<file path="config.mk">
export PLATFORM = sky130hd
export DESIGN_NAME = pc_fetch_sequencer_flat
export DESIGN_NICKNAME = d
export VERILOG_FILES = /design/src/rtl/pc_fetch_sequencer_if.sv /design/src/rtl/pc_fetch_sequencer.sv /design/src/flat_wrapper.sv
export SDC_FILE = /design/constraint.sdc
export NUM_CORES = 1
export LEC_CHECK = 0
export BUFFER_PORTS_ARGS = -buffer_cell sky130_fd_sc_hd__buf_2
export CORE_MARGIN = 2
export CORE_UTILIZATION = 50
export CTS_BUF_LIST = sky130_fd_sc_hd__clkbuf_4 sky130_fd_sc_hd__clkbuf_8 sky130_fd_sc_hd__clkbuf_16
export CTS_CLUSTER_DIAMETER = 80
export DETAILED_ROUTE_END_ITERATION = 12
export GPL_TIMING_DRIVEN = 0
export PLACE_DENSITY = 0.78
export SLEW_MARGIN = 5
export SYNTH_ARGS = -nofsm -noshare
export SYNTH_HDL_FRONTEND = slang
export SYNTH_SLANG_ARGS = --single-unit
</file>
<file path="constraint.sdc">
create_clock -name clk -period 5.8 [get_ports clk]
set_clock_uncertainty 0.1 [all_clocks]
set_input_delay 1.16 -clock clk [delete_from_list [all_inputs] [get_ports clk]]
set_output_delay 1.16 -clock clk [all_outputs]
set_load 0.01 [all_outputs]
</file>
<file path="src/rtl/pc_fetch_sequencer_if.sv">
// Fetch-sequencer bundle: hazard/branch/imem inputs toward the sequencer, PC and fetch status back out.
// The slave modport is the sequencer side; the master modport drives stimulus and observes.
interface pc_fetch_sequencer_if #(
    parameter int CNT_W = 32
);
    logic             stall;
    logic             br_taken;
    logic [63:0]      br_target;
    logic             imem_ready;
    logic [63:0]      pc;
    logic [63:0]      pc_plus4;
    logic             fetch_valid;
    logic             flush_if;
    logic             redirect_pending;
    logic             misalign;
    logic [CNT_W-1:0] fetch_count;

    modport slave (
        input  stall, br_taken, br_target, imem_ready,
        output pc, pc_plus4, fetch_valid, flush_if, redirect_pending, misalign, fetch_count
    );

    modport master (
        output stall, br_taken, br_target, imem_ready,
        input  pc, pc_plus4, fetch_valid, flush_if, redirect_pending, misalign, fetch_count
    );
endinterface

</file>
<file path="src/rtl/pc_fetch_sequencer.sv">
// Program counter owner: picks PC+4, branch redirect, stall hold or imem back-pressure each cycle.
// Redirect reaches pc one cycle after it is applied; a redirect seen under stall waits in HOLD until release.
module pc_fetch_sequencer #(
    parameter logic [63:0] RESET_PC = 64'd0,
    parameter int          CNT_W    = 32
) (
    input  logic                  clk,
    input  logic                  reset,
    pc_fetch_sequencer_if.slave   fetch_bus
);
    typedef enum logic [1:0] {
        BOOT = 2'd0,
        RUN  = 2'd1,
        HOLD = 2'd2
    } state_t;

    state_t           r_state;
    logic [63:0]      r_pc;
    logic [63:0]      r_pend_tgt;
    logic             r_pend_mis;
    logic             r_pend_vld;
    logic [CNT_W-1:0] r_fetch_cnt;

    state_t           w_nxt_state;
    logic [63:0]      w_nxt_pc;
    logic [63:0]      w_pc_plus4;
    logic [63:0]      w_br_aligned;
    logic             w_br_mis;
    logic             w_fetch_vld;
    logic             w_flush;
    logic             w_mis;
    logic             w_latch;

    assign w_pc_plus4   = r_pc + 64'd4;
    assign w_br_aligned = {fetch_bus.br_target[63:2], 2'b00};
    assign w_br_mis     = |fetch_bus.br_target[1:0];

    always_comb begin
        w_nxt_state = r_state;
        w_nxt_pc    = r_pc;
        w_fetch_vld = 1'b0;
        w_flush     = 1'b0;
        w_mis       = 1'b0;
        w_latch     = 1'b0;
        case (r_state)
            BOOT: begin
                w_nxt_state = RUN;
            end
            RUN: begin
                if (fetch_bus.br_taken && !fetch_bus.stall) begin
                    w_nxt_pc = w_br_aligned;
                    w_flush  = 1'b1;
                    w_mis    = w_br_mis;
                end else if (fetch_bus.br_taken) begin
                    w_latch     = 1'b1;
                    w_nxt_state = HOLD;
                end else if (!fetch_bus.stall) begin
                    w_fetch_vld = fetch_bus.imem_ready;
                    if (fetch_bus.imem_ready) begin
                        w_nxt_pc = w_pc_plus4;
                    end
                end
            end
            HOLD: begin
                // Younger branches during the stall are on the wrong path; only the buffered one applies.
                if (!fetch_bus.stall) begin
                    w_nxt_pc    = r_pend_tgt;
                    w_flush     = 1'b1;
                    w_mis       = r_pend_mis;
                    w_nxt_state = RUN;
                end
            end
            default: begin
                w_nxt_state = BOOT;
            end
        endcase
    end

    always_ff @(posedge clk or posedge reset) begin
        if (reset) begin
            r_state     <= BOOT;
            r_pc        <= RESET_PC;
            r_pend_tgt  <= 64'd0;
            r_pend_mis  <= 1'b0;
            r_pend_vld  <= 1'b0;
            r_fetch_cnt <= '0;
        end else begin
            r_state <= w_nxt_state;
            r_pc    <= w_nxt_pc;
            if (w_latch) begin
                r_pend_tgt <= w_br_aligned;
                r_pend_mis <= w_br_mis;
                r_pend_vld <= 1'b1;
            end else if (w_nxt_state != HOLD) begin
                r_pend_vld <= 1'b0;
            end
            if (w_fetch_vld && (r_fetch_cnt != {CNT_W{1'b1}})) begin
                r_fetch_cnt <= r_fetch_cnt + 1'b1;
            end
        end
    end

    assign fetch_bus.pc               = r_pc;
    assign fetch_bus.pc_plus4         = w_pc_plus4;
    assign fetch_bus.fetch_valid      = w_fetch_vld;
    assign fetch_bus.flush_if         = w_flush;
    assign fetch_bus.redirect_pending = r_pend_vld;
    assign fetch_bus.misalign         = w_mis;
    assign fetch_bus.fetch_count      = r_fetch_cnt;
endmodule

</file>
<file path="src/flat_wrapper.sv">
// flat-port wrapper written by rule: the top's interface ports become plain ports
module pc_fetch_sequencer_flat 
#(
    parameter logic [63:0] RESET_PC = 64'd0,
    parameter int          CNT_W    = 32
)
  (clk, reset, fetch_bus_stall, fetch_bus_br_taken, fetch_bus_br_target, fetch_bus_imem_ready, fetch_bus_pc, fetch_bus_pc_plus4, fetch_bus_fetch_valid, fetch_bus_flush_if, fetch_bus_redirect_pending, fetch_bus_misalign, fetch_bus_fetch_count);
  pc_fetch_sequencer_if #(.CNT_W(CNT_W)) fetch_bus_i ();
  input  logic clk;
  input  logic reset;
  input wire logic [$bits(fetch_bus_i.stall)-1:0] fetch_bus_stall;
  input wire logic [$bits(fetch_bus_i.br_taken)-1:0] fetch_bus_br_taken;
  input wire logic [$bits(fetch_bus_i.br_target)-1:0] fetch_bus_br_target;
  input wire logic [$bits(fetch_bus_i.imem_ready)-1:0] fetch_bus_imem_ready;
  output wire logic [$bits(fetch_bus_i.pc)-1:0] fetch_bus_pc;
  output wire logic [$bits(fetch_bus_i.pc_plus4)-1:0] fetch_bus_pc_plus4;
  output wire logic [$bits(fetch_bus_i.fetch_valid)-1:0] fetch_bus_fetch_valid;
  output wire logic [$bits(fetch_bus_i.flush_if)-1:0] fetch_bus_flush_if;
  output wire logic [$bits(fetch_bus_i.redirect_pending)-1:0] fetch_bus_redirect_pending;
  output wire logic [$bits(fetch_bus_i.misalign)-1:0] fetch_bus_misalign;
  output wire logic [$bits(fetch_bus_i.fetch_count)-1:0] fetch_bus_fetch_count;
  assign fetch_bus_i.stall = fetch_bus_stall;
  assign fetch_bus_i.br_taken = fetch_bus_br_taken;
  assign fetch_bus_i.br_target = fetch_bus_br_target;
  assign fetch_bus_i.imem_ready = fetch_bus_imem_ready;
  assign fetch_bus_pc = fetch_bus_i.pc;
  assign fetch_bus_pc_plus4 = fetch_bus_i.pc_plus4;
  assign fetch_bus_fetch_valid = fetch_bus_i.fetch_valid;
  assign fetch_bus_flush_if = fetch_bus_i.flush_if;
  assign fetch_bus_redirect_pending = fetch_bus_i.redirect_pending;
  assign fetch_bus_misalign = fetch_bus_i.misalign;
  assign fetch_bus_fetch_count = fetch_bus_i.fetch_count;
  pc_fetch_sequencer #(.RESET_PC(RESET_PC), .CNT_W(CNT_W)) u_core (.clk(clk), .reset(reset), .fetch_bus(fetch_bus_i));
endmodule
</file>
After elaboration in Yosys (flattened, before gate mapping)
Cells that the tools add are included.

storage, ports and cells
  input port bits = 69
  bits in registers = 162
  output and inout port bits = 164
  logic and storage cells = 49

cells by class
  mux-type cells = 25
  add/sub/neg operators = 2
  reduce and logical (&&, ||, !) cells = 8
  equal/unequal tests = 8

operators by type and width
  kind                   count
  $mux 64                5
  $pmux 64 s2            1
  $add 64x3->64 const B  1
  $add 32x1->32 const B  1
  $ne 32x32->1 const B   1
  $mux 1                 13
  $ne 3x2->1 const B     3
  $mux 2                 3
  $pmux 2 s3             1
  $reduce_and 5->1       1
  $ne 2x2->1 const B     2
  $pmux 1 s2             2
  $reduce_bool 2->1      2
  $eq 2x1->1 const B     1
  $eq 2x2->1 const B     1
  $logic_and 1x1->1      2
  $logic_not 2->1        1
  $reduce_or 2->1        1
  $logic_not 1->1        1

Depth between registers and ports, before layout
Gate-level depths: netlist of the first run.

  word-level depth = 7
  depth in mapped cells = 11
  mapped depth without buffers = 8

Least setup slack after synthesis of the first run
Ideal clock, no wire load.

  path kind = reg-to-output
  start point = register u_core.r_pc[22], in the netlist u_core.fetch_bus.pc[22]
  end point = output fetch_bus_pc_plus4[37]
  path buffers = 1
  required time = 4.540 ns
  slack = 2.398 ns
  arrival = 2.142 ns
  cell stages (with the launch flop) = 7
  path through = dfrtp_1 > buf_4 > nand4_2 > or4_2 > nor3b_2 > and3_1 > xor2_1

between the ends
  word-level cells in the longest chain between the ends = 1

RTL lines
  element                   line                      source
  start: declaration        pc_fetch_sequencer.sv:18  logic [63:0] r_pc;
  start signal: assignment  pc_fetch_sequencer.sv:89  r_pc <= w_nxt_pc;
  $add 64x3->64             pc_fetch_sequencer.sv:34  assign w_pc_plus4 = r_pc + 64'd4;
  end: declaration          flat_wrapper.sv:16        output wire logic [$bits(fetch_bus_i.pc_plus4)-1:0] fetch_bus_pc_plus4;

No other way between the ends.

Final worst setup path of the first run
  start point = register u_core.r_pc[4], in the netlist u_core.fetch_bus.pc[4]
  end point = output fetch_bus_pc_plus4[53]

The elaborated chain is that of the path after synthesis.

==> impl_metrics.py, run 1 <==
metrics = {
    "status": {
        "status": "completed",
    },
    "sta": {
        "hold_viol": 0,
        "maxSlewHeadroom_pct": 29.18,
        "fmax_mhz": 213.9,
        "rsz0062_at_grt": "false",
        "final-setup-viol-count": 0,
        "slew_violations": 0,
        "fin_crit_sh_pct": 80.61,
        "hold_ws_ns": 0.3929,
        "layout_min_cycle_time_ns": 4.675,
        "worstMarginPinSlew_ns": 1.058,
    },
    "critical_path": {
        "required_ns": 4.54,
        "cpMaxStageDelayCell": "nor4_2",
        "crit_type": "flop to output port",
        "cp_num_buf_inv": 1,
        "rr_startpoint": "u_core.r_state[0]",
        "reg2reg_depth": 10,
        "worstSetupStartpoint": "u_core.fetch_bus.pc[4]",
        "r2r_end": "u_core.fetch_bus.pc[13]",
        "crit_fanout": 9,
        "r2r_setup_slack_ns": 2.51,
        "end_kind": "output port",
        "critPathTopFamily": "simple AND/OR/NAND/NOR gates",
        "slowest_delay_ns": 0.88,
        "worstSetupStartpointType": "flop",
        "crit_chain": "nand3_1 > nor4_2 > nand4_2 > nand2b_1 > xnor2_1 > buf_2",
        "cp.arrival_ns": 3.42,
    },
    "finish": {
        "finish.instance_area_um2": 12150,
        "utilization_pct": 62.04,
        "drive_gt1_share_pct": 28.26,
        "area_growth_pct": 21.35,
        "nNetsFinal": 1428,
    },
    "power_and_ir_drop": {
        "peakVddDrop_uv": 271.3,
        "finalPower_w": 0.006449,
        "power.leakage_nw": 5.319,
        "p_per_area_nw_per_um2": 530.6,
    },
    "clock_tree": {
        "post_cts_resized": 0,
        "cts_tree": "built",
        "htreeDepth": 4,
        "path_clk_slew_ns": 0.07,
        "numCtsBuffers": 17,
        "cts_hold_buf": 0,
        "clockBufferDepth": 2,
        "cts_setup_buffers": 0,
        "clock-sinks": 160,
        "clkLatencyLatePin_ns": 0.44,
        "clockRootBuffer": "clkbuf_16",
    },
    "drt": {
        "first_pass_iters": 6,
        "totalWireLength_um": 36970,
        "antenna_left": 0,
        "wire_per_inst_um": 22.64,
        "drc": 0,
        "drt_iter0_drc": 1141,
        "routed_via_density": 6.292,
        "routed-via-count": 10280,
    },
    "yosys": {
        "syn_area_per_cell_um2": 9.081,
        "ys_types": 76,
        "async_reset_ff_share_pct": 100.0,
        "synth-edff-count": 0,
        "synth_area_um2": 10020,
        "yosys_most_used_dff": "dfrtp_1",
        "synth-seq-cells": 160,
        "ys_seq_area_share_pct": 39.98,
        "synth_warnings": 0,
        "syn_inst": 1103,
    },
    "placement": {
        "portBuffers": 227,
        "dp_hpwl_um": 26590,
        "gp_congestion": 0.9934,
        "placed_area_um2": 11530,
    },
    "hold_path": {
        "hold_end": "u_core.fetch_bus.fetch_count[24]",
        "hp-start": "u_core.fetch_bus.fetch_count[24]",
        "hp-class": "flop to flop",
        "whs_path_depth": 1,
    },
    "global_routing": {
        "grt_pass1_wl_um": 56670,
        "antenna_found_initial": 2,
        "grt_pass1_vias": 9846,
        "grt_overflow": 0,
        "track_usage_pct": 34.47,
        "grt_start_max_net_pins": 98,
    },
    "die": {
        "core.rowCount": 51,
        "fp.dieW_um": 145.5,
        "die_area_um2": 21180,
        "io_pins": 233,
        "die_h_um": 145.5,
        "start_util_pct": 51.13,
        "core_um2": 19590,
    },
    "run": {
        "drv_cap": 0,
    },
}
==> worst max path at each step <==
stage	endpoint	slack, ns	cells after the start
after detailed placement	fetch_bus_pc_plus4[53]	1.71	6
final	fetch_bus_pc_plus4[53]	1.12	6
after floorplan	u_core.fetch_bus.fetch_count[0]	0.22	1
after global placement	u_core.fetch_bus.pc[56]	-1.83	2
after CTS	fetch_bus_pc_plus4[53]	1.26	6
after global routing	fetch_bus_pc_plus4[53]	1.07	6
==> report_power, final <==
part / switching (W) / internal [W] / total (W)
combinational: 0.00200 / 0.00120 / 0.00320
clock: 0.000524 / 0.000691 / 0.00121
sequential: 0.000477 / 0.00156 / 0.00204
==> layout make-up <==
cell class	count	area, um2
buffer	83	372.9
antenna	2	5.005
tap	265	331.6
clock buffer	17	425.4
fill	1739	7436
sequential	160	4004
multi-input combinational	843	5575
timing repair buffer	228	1164
inverter	20	82.58
clock inverter	15	193.9
==> cells in the mapped netlist, types with 5 or more instances <==
master	n	area [um2]
nand2_1	101	379.1
buf_4	7	52.55
ha_1	6	75.07
nor4_2	5	62.56
a2bb2oi_1	5	43.79
o211ai_1	12	90.09
o22ai_1	6	37.54
nand4_1	38	237.7
nand3_1	62	310.3
xnor2_1	63	551.8
a21oi_1	65	325.3
o31ai_1	8	60.06
o21ai_0	71	355.3
nand4_2	5	62.56
a211oi_1	7	52.55
xor2_1	22	192.7
o21a_1	5	37.54
nor4_1	19	118.9
mux2_2	62	698.2
dfrtp_1	160	4004
inv_1	20	75.07
and4_1	8	70.07
or3_1	9	56.30
and3_1	49	306.5
nor3_1	33	165.2
o31a_1	5	43.79
a31oi_1	13	81.33
buf_1	11	41.29
clkbuf_1	46	172.7
o221a_2	6	67.56
buf_2	15	75.07
nand2b_1	6	37.54
nor2_1	67	251.5
==> state kept, by name (all words and copies together) (netlist names) <==
| name | flops |
|---|---|
| u_core.fetch_bus.redirect_pending | 1 |
| u_core.r_state | 2 |
| u_core.fetch_bus.pc | 62 |
| u_core.r_pend_tgt | 62 |
| u_core.fetch_bus.fetch_count | 32 |
| u_core.r_pend_mis | 1 |
==> routing by layer <==
metal	wire length (um)	GRT usage [%]	vias to the layer above
met1	14640	45.57	4850
met2	16130	53.01	736
met5	0	0	-
met4	1869	17.35	0
met3	4329	8.401	126
li1	-	-	4563
==> stage by stage <==
step | instances | TNS (ns) | worst slack [ns]
final | 1633 | 0 | 1.125
after detailed placement | 1599 | 0 | 1.705
after global routing | 1631 | 0 | 1.071
after floorplan | 1106 | 0 | 0.2201
after global placement | 1598 | -291.03 | -1.826
after CTS | 1631 | 0 | 1.260
==> cells by family after synthesis <==
kind of cell             count (synthesis)  synth area share, %
AND/OR/NAND/NOR                        439                24.47
AO/OA/AOI/OAI                          243                15.49
XOR/XNOR                                85                7.433
buffers and inverters                  103                4.472
flip-flops                             160                39.98
other                                    1              0.03744
multiplexers                            66                7.370
adder cells (fa/ha/maj)                  6               0.7495
==> placed cells by master, fill, tap and decap left out, types with 5 or more instances in the layout <==
master	instances
clkbuf_1	46
nor3_1	33
o22ai_1	6
inv_1	19
inv_6	5
nand3_1	62
nand2b_1	6
o221a_2	6
or3_1	9
o31ai_1	8
o211ai_1	12
o21a_1	5
buf_4	7
dfrtp_1	160
o21ai_0	71
nor2_1	67
and3_1	49
o31a_1	5
a2bb2oi_1	5
a211oi_1	7
nand4_1	38
mux2_2	62
buf_2	242
xnor2_1	63
ha_1	6
nand2_1	101
and4_1	8
nor4_1	19
clkbuf_16	17
nor4_2	5
a31oi_1	13
nand4_2	5
a21oi_1	65
buf_1	11
xor2_1	22
Note: power is estimated with default switching activity, not from simulation.
==> run 2, diff against run 1 <==
clock period = 4.3 ns   (was 5.8 ns; I/O delays follow)
==> run 2 against run 1 <==
Combinational power increased by 36%. Largest power group unchanged. Hold slack got worse by 0.083 ns. Sequential power increased by 35%. Non-clock buffer count increased by 4.
==> impl_metrics.py, run 2 (synthesis gave the netlist of run 1 again) <==
metrics = {
    "critical_path": {
        "required_ns": 3.34,
        "rr_startpoint": "u_core.r_state[0]",
        "end_kind": "output port",
        "worstSetupStartpoint": "u_core.fetch_bus.pc[2]",
        "cp.arrival_ns": 3.19,
        "crit_fanout": 10,
        "crit_type": "flop to output port",
        "worstSetupStartpointType": "flop",
    },
    "placement": {
        "dp_hpwl_um": 27040,
        "gp_congestion": 1.016,
        "portBuffers": 227,
        "dp.cells": 1603,
    },
    "sta": {
        "rsz0062_at_grt": "false",
        "fmax_mhz": 241.1,
        "maxSlewHeadroom_pct": 32.02,
        "slew_violations": 0,
        "layout_min_cycle_time_ns": 4.148,
        "worstMarginPinSlew_ns": 1.010,
        "tns_ns": 0,
        "fin_crit_sh_pct": 96.46,
        "hold_viol": 0,
        "final-setup-viol-count": 0,
    },
    "global_routing": {
        "grt_pass1_wl_um": 56260,
        "grt_overflow": 0,
        "grt-busiest-layer": "met2",
        "antenna_found_initial": 2,
        "grtUsageMet2_pct": 51.87,
        "grt_util_met3_pct": 10.60,
        "grt_pass1_vias": 9798,
        "track_usage_pct": 34.32,
        "use_met1_pct": 45.41,
        "grt_start_max_net_pins": 39,
    },
    "finish": {
        "area_growth_pct": 22.10,
        "final_common_cell": "buf_2",
        "drive_gt1_share_pct": 28.69,
        "layout_common_cells": "242 x buf_2, 160 x dfrtp_1, 101 x nand2_1, 71 x o21ai_0, 67 x nor2_1",
        "final_cells": 1636,
        "fill_cells": 1693,
        "register_area_um2": 4004,
        "multi_input_area_um2": 5595,
        "nNetsFinal": 1432,
    },
    "clock_tree": {
        "htreeDepth": 4,
        "cts_tree": "built",
        "cts_hold_buf": 0,
        "numCtsBuffers": 17,
        "clkLatencyLatePin_ns": 0.44,
        "cts_setup_buffers": 0,
        "clockRootBuffer": "clkbuf_16",
        "post_cts_resized": 0,
        "clock-sinks": 160,
        "clockBufferDepth": 2,
        "path_clk_slew_ns": 0.07,
    },
    "status": {
        "status": "completed",
    },
    "power_and_ir_drop": {
        "p_per_area_nw_per_um2": 709.2,
        "power.leakage_nw": 5.361,
        "peakVddDrop_uv": 363.4,
    },
    "die": {
        "io_pins": 233,
        "fp.dieW_um": 145.5,
        "core_um2": 19590,
        "die_area_um2": 21180,
        "die_h_um": 145.5,
        "core.rowCount": 51,
        "start_util_pct": 51.13,
    },
    "run": {
        "drv_cap": 0,
    },
    "drt": {
        "drt_iter0_drc": 1311,
        "antenna_left": 0,
        "totalWireLength_um": 37290,
        "drc": 0,
        "first_pass_iters": 7,
        "routed-via-count": 10470,
        "routed_via_density": 6.400,
        "wire_per_inst_um": 22.79,
    },
    "hold_path": {
        "hp-class": "input port to async pin",
    },
}
-- run 2: cell types whose count changed in the layout (fill, tap and decap cells not counted), sizes merged --
cell | previous run | this run
buf | 262 | 266
diode | 2 | 1
bufinv | 3 | 1
clkinv | 3 | 5
-- run 2: path summary, 6_finish.rpt --
path / to / slack [ns] / depth (start not counted)
min reg2reg: u_core.r_pend_mis / 0.38 / 2
min in group clk: u_core.r_pend_mis / 0.38 / 2
max: fetch_bus_pc_plus4[62] / 0.15 / 8
min: u_core.fetch_bus.fetch_count[26] / 0.31 / 2
max in group asynchronous: u_core.fetch_bus.pc[27] / 3.01 / 4
max reg2reg: u_core.fetch_bus.pc[32] / 1.00 / 8
-- run 2: final cells by class --
cell class | instances | area share, %
antenna | 1 | 0.02046
tap | 265 | 2.711
sequential | 160 | 32.74
clock buffer | 17 | 3.479
inverter | 20 | 0.6446
timing repair buffer | 232 | 10.17
multi-input combinational | 843 | 45.75
clock inverter | 15 | 1.422
buffer | 83 | 3.059
-- run 2: per-stage QoR --
step	cell area, um2	setup slack [ns]	util [%]	hold slack, ns	power (W)
after global placement	11500	0.2078	58.70	0.3664	0.006802
final	12230	0.1524	62.43	0.3095	0.008673
after floorplan	10030	1.198	-	0.3502	0.005252
after detailed placement	11610	0.5445	59.25	0.3723	0.006932
after CTS	12210	0.07411	62.30	0.3119	0.008507
after global routing	12230	0.06191	62.41	0.3188	0.009069
-- run 2: per-layer routing --
| layer | part of all wire [%] | vias to the layer above |
|---|---|---|
| li1 | - | 4564 |
| met1 | 38 | 4958 |
| met2 | 43 | 776 |
| met3 | 13 | 172 |
| met4 | 5.3 | 0 |
| met5 | 0 | - |
-- run 2: power by group --
group | switching (W) | total [W] | internal, W
Combinational | 0.00271 | 0.00434 | 0.00163
Sequential | 0.000650 | 0.00275 | 0.00210
Clock | 0.000752 | 0.00159 | 0.000833
Total | 0.00411 | 0.00867 | 0.00456
-- run 2: critical path: stages, from the launching register on --
cell and delay, ns:
dfrtp_1 0.50, ha_1 0.33, nand3_4 0.17, nor4_4 0.50, buf_4 0.29, nand4_2 0.35
o21ai_0 0.36, nand2_1 0.09, buf_2 0.15
